===== src/rtl/cpu16_pkg.sv =====
// Shared definitions for the 16-bit CPU slice: instruction opcodes, the
// program-feeder FSM state encoding, and a small decode helper. The CPU
// control unit imports the same package, so both sides agree on opcodes.
package cpu16_pkg;

    localparam int INSTR_W = 16;

    // Instruction word: [8:6] opcode, [5:3] rx, [2:0] ry, [15:9] ignored.
    typedef enum logic [2:0] {
        MV   = 3'b000,
        MVI  = 3'b001,
        ADD  = 3'b010,
        SUB  = 3'b011,
        HALT = 3'b111
    } opcode_t;

    typedef enum logic [1:0] {
        IDLE    = 2'd0,
        ISSUE   = 2'd1,
        EXEC    = 2'd2,
        DONE_ST = 2'd3
    } state_t;

    // mvi carries its immediate in the following program word.
    function automatic logic is_two_word(opcode_t op);
        return (op == MVI);
    endfunction

endpackage


===== src/rtl/prog_feeder_if.sv =====
// Host/CPU-facing bundle of the program feeder.
//   master: program loader + run control + CPU done flag (drives wr_*, start,
//           abort, done; observes din, run, busy, halted, err, pc)
//   slave : the prog_feeder itself
interface prog_feeder_if
    import cpu16_pkg::*;
#(
    parameter int DEPTH = 32
);
    localparam int AW = $clog2(DEPTH);

    logic               wr_en;
    logic [AW-1:0]      wr_addr;
    logic [INSTR_W-1:0] wr_data;
    logic               start;
    logic               abort;
    logic               done;
    logic [INSTR_W-1:0] din;
    logic               run;
    logic               busy;
    logic               halted;
    logic               err;
    logic [AW-1:0]      pc;

    modport master (
        output wr_en, wr_addr, wr_data, start, abort, done,
        input  din, run, busy, halted, err, pc
    );

    modport slave (
        input  wr_en, wr_addr, wr_data, start, abort, done,
        output din, run, busy, halted, err, pc
    );

endinterface


===== src/rtl/prog_ram.sv =====
// Program storage, DEPTH x 16. One synchronous write port and two
// combinational read ports (the feeder reads pc and pc+1 together so an mvi
// immediate is available without an extra cycle). No reset: contents survive
// resetn.
//   clk    : clock
//   we     : write enable
//   waddr  : write address
//   wdata  : write data
//   raddr  : two read addresses
//   rdata  : two read data words
module prog_ram
    import cpu16_pkg::*;
#(
    parameter int DEPTH = 32,
    parameter int AW    = $clog2(DEPTH)
) (
    input  logic                    clk,
    input  logic                    we,
    input  logic [AW-1:0]           waddr,
    input  logic [INSTR_W-1:0]      wdata,
    input  logic [1:0][AW-1:0]      raddr,
    output logic [1:0][INSTR_W-1:0] rdata
);

    logic [INSTR_W-1:0] mem [DEPTH];

    always_ff @(posedge clk) begin
        if (we) begin
            mem[waddr] <= wdata;
        end
    end

    generate
        for (genvar gi = 0; gi < 2; gi++) begin : g_rd
            assign rdata[gi] = mem[raddr[gi]];
        end
    endgenerate

endmodule


===== src/rtl/prog_feeder.sv =====
// Program feeder: holds a small program and steps a CPU through it, one
// instruction at a time, using the CPU's run/done handshake.
//   clk, resetn : clock, synchronous active-low reset
//   bus.wr_*    : program load port (ignored while busy)
//   bus.start   : begin execution at address 0 (ignored while busy)
//   bus.abort   : stop execution immediately, flags untouched
//   bus.done    : CPU instruction-complete flag
//   bus.din     : word presented to the CPU data input
//   bus.run     : CPU run enable
//   bus.busy    : execution in progress (ISSUE/EXEC)
//   bus.halted  : sticky normal end (halt opcode or end of memory)
//   bus.err     : sticky timeout or malformed program (mvi in last word)
//   bus.pc      : address of the current instruction
module prog_feeder
    import cpu16_pkg::*;
#(
    parameter int DEPTH   = 32,
    parameter int TIMEOUT = 7
) (
    input  logic          clk,
    input  logic          resetn,
    prog_feeder_if.slave  bus
);

    localparam int AW = $clog2(DEPTH);
    localparam int WW = (TIMEOUT > 1) ? $clog2(TIMEOUT) : 1;
    localparam logic [AW-1:0] LAST_ADDR = AW'(DEPTH - 1);

    state_t              state_reg;
    logic [AW-1:0]       pc_reg;
    logic [WW-1:0]       wait_cnt_reg;
    logic                halted_reg;
    logic                err_reg;

    logic [1:0][AW-1:0]      rd_addr;
    logic [1:0][INSTR_W-1:0] rd_data;
    opcode_t                 cur_op;
    logic                    cur_mvi;
    logic                    mvi_at_end;
    logic                    issue_ok;
    logic                    busy;
    logic [AW:0]             pc_adv;
    logic [INSTR_W-1:0]      din_sel;
    logic                    run_sel;

    assign busy = (state_reg == ISSUE) || (state_reg == EXEC);

    // pc+1 wraps at the top of memory; harmless because an mvi in the last
    // word is rejected before its immediate would be used.
    assign rd_addr[0] = pc_reg;
    assign rd_addr[1] = pc_reg + AW'(1);

    prog_ram #(
        .DEPTH (DEPTH),
        .AW    (AW)
    ) u_ram (
        .clk   (clk),
        .we    (bus.wr_en && !busy),
        .waddr (bus.wr_addr),
        .wdata (bus.wr_data),
        .raddr (rd_addr),
        .rdata (rd_data)
    );

    assign cur_op     = opcode_t'(rd_data[0][8:6]);
    assign cur_mvi    = is_two_word(cur_op);
    assign mvi_at_end = cur_mvi && (pc_reg == LAST_ADDR);
    // A halt or a truncated mvi is decoded in ISSUE but never presented.
    assign issue_ok   = (cur_op != HALT) && !mvi_at_end;
    // One extra bit so running off the end of memory is visible.
    assign pc_adv     = {1'b0, pc_reg} + (cur_mvi ? (AW+1)'(2) : (AW+1)'(1));

    always_comb begin
        din_sel = '0;
        run_sel = 1'b0;
        case (state_reg)
            ISSUE: begin
                if (issue_ok) begin
                    din_sel = rd_data[0];
                    run_sel = 1'b1;
                end
            end
            EXEC: begin
                run_sel = 1'b1;
                din_sel = cur_mvi ? rd_data[1] : rd_data[0];
            end
            default: begin
                din_sel = '0;
                run_sel = 1'b0;
            end
        endcase
    end

    always_ff @(posedge clk) begin
        if (!resetn) begin
            state_reg    <= IDLE;
            pc_reg       <= '0;
            wait_cnt_reg <= '0;
            halted_reg   <= 1'b0;
            err_reg      <= 1'b0;
        end else if (bus.abort) begin
            state_reg    <= IDLE;
            wait_cnt_reg <= '0;
        end else begin
            case (state_reg)
                IDLE: begin
                    if (bus.start) begin
                        state_reg  <= ISSUE;
                        pc_reg     <= '0;
                        halted_reg <= 1'b0;
                        err_reg    <= 1'b0;
                    end
                end
                ISSUE: begin
                    wait_cnt_reg <= '0;
                    if (cur_op == HALT) begin
                        halted_reg <= 1'b1;
                        state_reg  <= DONE_ST;
                    end else if (mvi_at_end) begin
                        err_reg   <= 1'b1;
                        state_reg <= DONE_ST;
                    end else begin
                        state_reg <= EXEC;
                    end
                end
                EXEC: begin
                    // done is tested first so it wins over a same-cycle timeout
                    if (bus.done) begin
                        wait_cnt_reg <= '0;
                        if (pc_adv > {1'b0, LAST_ADDR}) begin
                            pc_reg     <= LAST_ADDR;
                            halted_reg <= 1'b1;
                            state_reg  <= DONE_ST;
                        end else begin
                            pc_reg    <= pc_adv[AW-1:0];
                            state_reg <= ISSUE;
                        end
                    end else if (wait_cnt_reg == WW'(TIMEOUT - 1)) begin
                        err_reg   <= 1'b1;
                        state_reg <= DONE_ST;
                    end else begin
                        wait_cnt_reg <= wait_cnt_reg + WW'(1);
                    end
                end
                DONE_ST: begin
                    state_reg <= IDLE;
                end
                default: begin
                    state_reg <= IDLE;
                end
            endcase
        end
    end

    assign bus.din    = din_sel;
    assign bus.run    = run_sel;
    assign bus.busy   = busy;
    assign bus.halted = halted_reg;
    assign bus.err    = err_reg;
    assign bus.pc     = pc_reg;

endmodule


===== src/flat_wrapper.sv =====
// flat-port wrapper written by rule: the top's interface ports become plain ports
module prog_feeder_flat import cpu16_pkg::*;
#(
    parameter int DEPTH   = 32,
    parameter int TIMEOUT = 7
)
  (clk, resetn, bus_wr_en, bus_wr_addr, bus_wr_data, bus_start, bus_abort, bus_done, bus_din, bus_run, bus_busy, bus_halted, bus_err, bus_pc);
  prog_feeder_if #(.DEPTH(DEPTH)) bus_i ();
  input  logic clk;
  input  logic resetn;
  input wire logic [$bits(bus_i.wr_en)-1:0] bus_wr_en;
  input wire logic [$bits(bus_i.wr_addr)-1:0] bus_wr_addr;
  input wire logic [$bits(bus_i.wr_data)-1:0] bus_wr_data;
  input wire logic [$bits(bus_i.start)-1:0] bus_start;
  input wire logic [$bits(bus_i.abort)-1:0] bus_abort;
  input wire logic [$bits(bus_i.done)-1:0] bus_done;
  output wire logic [$bits(bus_i.din)-1:0] bus_din;
  output wire logic [$bits(bus_i.run)-1:0] bus_run;
  output wire logic [$bits(bus_i.busy)-1:0] bus_busy;
  output wire logic [$bits(bus_i.halted)-1:0] bus_halted;
  output wire logic [$bits(bus_i.err)-1:0] bus_err;
  output wire logic [$bits(bus_i.pc)-1:0] bus_pc;
  assign bus_i.wr_en = bus_wr_en;
  assign bus_i.wr_addr = bus_wr_addr;
  assign bus_i.wr_data = bus_wr_data;
  assign bus_i.start = bus_start;
  assign bus_i.abort = bus_abort;
  assign bus_i.done = bus_done;
  assign bus_din = bus_i.din;
  assign bus_run = bus_i.run;
  assign bus_busy = bus_i.busy;
  assign bus_halted = bus_i.halted;
  assign bus_err = bus_i.err;
  assign bus_pc = bus_i.pc;
  prog_feeder #(.DEPTH(DEPTH), .TIMEOUT(TIMEOUT)) u_core (.clk(clk), .resetn(resetn), .bus(bus_i));
endmodule

===== config.mk =====
export PLATFORM = sky130hd
export DESIGN_NAME = prog_feeder_flat
export DESIGN_NICKNAME = d
export VERILOG_FILES = /design/src/rtl/cpu16_pkg.sv /design/src/rtl/prog_feeder_if.sv /design/src/rtl/prog_ram.sv /design/src/rtl/prog_feeder.sv /design/src/flat_wrapper.sv
export SDC_FILE = /design/constraint.sdc
export NUM_CORES = 1
export LEC_CHECK = 0
export BUFFER_PORTS_ARGS = -buffer_cell sky130_fd_sc_hd__buf_2
export CORE_MARGIN = 2
export CORE_UTILIZATION = 45
export DETAILED_ROUTE_END_ITERATION = 6
export PLACE_DENSITY = 0.7
export SYNTH_ARGS = -nofsm -noshare
export SYNTH_HDL_FRONTEND = slang
export SYNTH_SLANG_ARGS = --single-unit

===== constraint.sdc =====
create_clock -name clk -period 8.5 [get_ports clk]
set_clock_uncertainty 0.2 [all_clocks]
set_input_delay 0 -clock clk [delete_from_list [all_inputs] [get_ports clk]]
set_output_delay 0 -clock clk [all_outputs]
set_load 0.005 [all_outputs]

==> implementation parameters <==
Parameter                              Value

Setup path
  Critical Path AT    5.14 ns
  Setup slack, reg-to-reg    3.31 ns
  Worst setup endpoint    bus_din[3]
  CP Cell Sequence    buf_4 > mux4_2 > mux4_2 > mux2_2 > o21ai_0 > nand2_1 > a21oi_1 > buf_2
  Most frequent CP cell    sky130_fd_sc_hd__mux4_2
  CP Data Required Time    8.30 ns
  Critical-path maximum fanout    41
  Critical-path top delay cell    sky130_fd_sc_hd__dfxtp_4
  CP Capture Type    primary output
  Worst setup path class    flop to primary output
  Buffers and inverters on the worst path    2
  Element type at the critical path start    flop
  Category of cells accounting for the largest share of critical-path delay    multiplexers
  Total stage count of the critical path    8
  Number of cells traversed by the worst register-to-register path    11
  Crit-path max cell delay    0.84 ns

STA
  Final setup TNS    0 ns
  Worst-case headroom to the max-slew limit    28.5%
  Number of hold violations in the final report    0
  Final setup violation count    0
  Fin. max-slew vios    0
  RSZ-0062 raised after global routing    false
  Final worst path period need    5.34 ns
  Final Cycle Share    62.8%
  F_max    0.187 GHz
  Slew of the pin with the lowest slew margin    1.07 ns

Power and ir drop
  Power density cells    186 nW/µm²
  Part of the total power dissipated in combinational logic    2.4%
  Switching share of power    20.4%
  Worst-case vdd ir drop    0.141 mV
  Switching Power    1.07 mW
  Sequential fraction of design power    55.1%
  Leakage power figure    8.29 nW
  Clock power share    42.5%
  Cell internal pwr    4.17 mW

Finish
  Design Area, Final    28100 µm²
  Largest register FFs    512
  Post-layout net count    1330
  Top library cells by usage in the layout, fill and taps aside    512 x sky130_fd_sc_hd__edfxtp_1, 318 x sky130_fd_sc_hd__mux4_2, 54 x sky130_fd_sc_hd__clkbuf_16
  Count of antenna diodes in the layout    0
  Most common cell after layout, fill and taps aside    sky130_fd_sc_hd__edfxtp_1
  Share of final-layout standard cells stronger than drive strength 1    41.4%
  Layout overhead on the synthesized area    12.8%

Global routing
  Wire length of the first global-routing pass    96500 µm
  Overall routing resource usage    23.8%
  Global-route congestion overflow total    0
  Via count of the first global-routing pass    13900
  Pin count of the biggest net entering global routing    111
  Antenna violations before repair    2

CTS
  Post-cts gate resize count    0
  Postcts setup bufs    0
  Worst-case clock buffer depth    3
  Hold_buf cts    29
  CTS root buf    sky130_fd_sc_hd__clkbuf_16
  Count of clock tree sinks    529
  CTS tree    built
  Clk slew on worst S/H paths    0.06 ns
  Maximum level of the CTS H-tree    2
  Number of buffers added by the clock tree synthesis step    53
  Clock insertion delay at the later pin of the skew report    0.61 ns

Yosys
  Fraction of the yosys area taken by sequential cells    63.1%
  Synthesized netlist cell count    1196
  Number of different library cells in the post-synthesis netlist    50
  Average footprint of a synthesized cell    20.8 µm²
  Post-Syn Area    24900 µm²
  Post-Synthesis Net Count    1234
  Fraction of registers with async set/reset    0%
  Number of flip-flops and latches in the synthesized netlist    529
  Most used DFF post-synth    sky130_fd_sc_hd__edfxtp_1
  Yosys Warn Count    0
  Number of enable-type register cells in the synthesized netlist    512

Status
  Status    finished clean

Route
  Routed wire length    66800 µm
  Final antenna-violating net count    0
  Vias    13800
  Final routed DRC violation total    0
  Amount of wire on met3 after detailed routing    7630 µm
  WL per Instance    32.8 µm
  Detailed route wirelength on metal2    30800 µm
  Drt first pass iters    5
  DRC violation total after the first TritonRoute iteration    1767
  Total routed wire length on the met1 layer    25900 µm
  Highest routed layer    met5
  Post-DR vias/cell    6.79

Min path
  Type of the most critical hold path    primary input to flop
  Worst hold path cell count    3

Floorplan
  Overall die area    57300 µm²
  Floorplan die height    239 µm
  Horiz. Die Dim    239 µm
  Initial core utilization    45.4%
  Area of the core    54900 µm²
  Number of placement rows    86
  IO Count    52

Job
  Max-cap viol count    0

Place
  Detailed-placement wirelength estimate    38700 µm
  Final GP Congestion    0.850
  Number of buffers added on ports    51
  Post-Place Cell Area    26200 µm²
[how the worst min path moves through the flow]
| stage | from | to |
|---|---|---|
| after floorplan | bus_wr_data[0] | u_core.u_ram.mem[0][0] |
| after global placement | resetn | u_core.bus.err |
| after detailed placement | resetn | u_core.bus.err |
| after CTS | bus_wr_addr[0] | u_core.u_ram.mem[9][8] |
| after global routing | bus_wr_addr[0] | u_core.u_ram.mem[9][8] |
| final | bus_wr_addr[0] | u_core.u_ram.mem[9][7] |
[per-stage QoR]
stage / cells / total power [mW] / worst slack [ns] / util (%) / hold slack, ns
final: 2034 / 5.24 / 3.16 / 51.2 / 0.0871
after global routing: 2034 / 5.38 / 3.02 / 51.2 / 0.0837
after CTS: 2034 / 5.27 / 3.23 / 51.2 / 0.0290
after detailed placement: 1912 / 3.05 / 3.60 / 47.7 / 0.164
after global placement: 1912 / 3.05 / 3.63 / 47.7 / 0.156
after floorplan: 1196 / 2.98 / 4.51 / - / -0.101
[Yosys cell counts, drive strengths merged, types with 2 or more instances]
| cell | number | share of area, % |
|---|---|---|
| or3 | 3 | 0.075 |
| clkbuf | 59 | 0.89 |
| nor3 | 17 | 0.46 |
| nand3b | 4 | 0.12 |
| nand2b | 4 | 0.10 |
| mux2 | 16 | 0.72 |
| inv | 8 | 0.12 |
| mux2i | 22 | 0.93 |
| o21ai | 24 | 0.48 |
| edfxtp | 512 | 62 |
| nor2b | 4 | 0.10 |
| nor2 | 63 | 0.95 |
| a31oi | 2 | 0.050 |
| nand2 | 19 | 0.29 |
| or3b | 2 | 0.070 |
| a211oi | 5 | 0.20 |
| nand3 | 5 | 0.10 |
| xnor2 | 2 | 0.070 |
| ha | 11 | 0.55 |
| a22o | 2 | 0.070 |
| mux4 | 318 | 29 |
| and3 | 5 | 0.13 |
| and2 | 3 | 0.075 |
| buf | 26 | 0.48 |
| a21oi | 24 | 0.48 |
| a22oi | 2 | 0.060 |
| o31ai | 2 | 0.060 |
| dfxtp | 17 | 1.4 |
[cells by family (layout without fill, tap and decap cells)]
family	Yosys count	after routing	synth area share, %
AO/OA/AOI/OAI	69	69	1.68
XOR/XNOR	3	3	0.105
adder cells (fa/ha/maj)	12	12	0.608
buffers and inverters	93	227	1.49
flip-flops	529	529	63.1
multiplexers	356	356	30.4
AND/OR/NAND/NOR	134	134	2.62
[worst min-delay path, delay by kind of cell]
kind	cells	cell delay [ns]
AND/OR/NAND/NOR	2	0.57
buffers and inverters	1	0.13
[final cells by class]
class	count	area, µm²
multi-input combinational	574	8940
clock inverter	22	203
sequential	529	15700
clock buffer	71	1420
fill	4287	26800
tap	704	881
timing repair buffer	126	903
inverter	8	30.0
[power by group through the flow]
stage	sequential (mW)	clock, mW	combinational [mW]
after floorplan	2.94	0	0.0458
after global placement	2.94	0	0.112
after detailed placement	2.94	0	0.115
after CTS	2.88	2.26	0.125
after global routing	2.88	2.36	0.137
final	2.88	2.23	0.128
[routing by layer]
layer,vias up,GRT usage [%]
met5,-,0.606
met4,7,8.18
met3,142,6.51
met2,912,36.4
met1,7346,33.2
li1,5409,-
No activity file was read; power rests on OpenSTA's default activity.
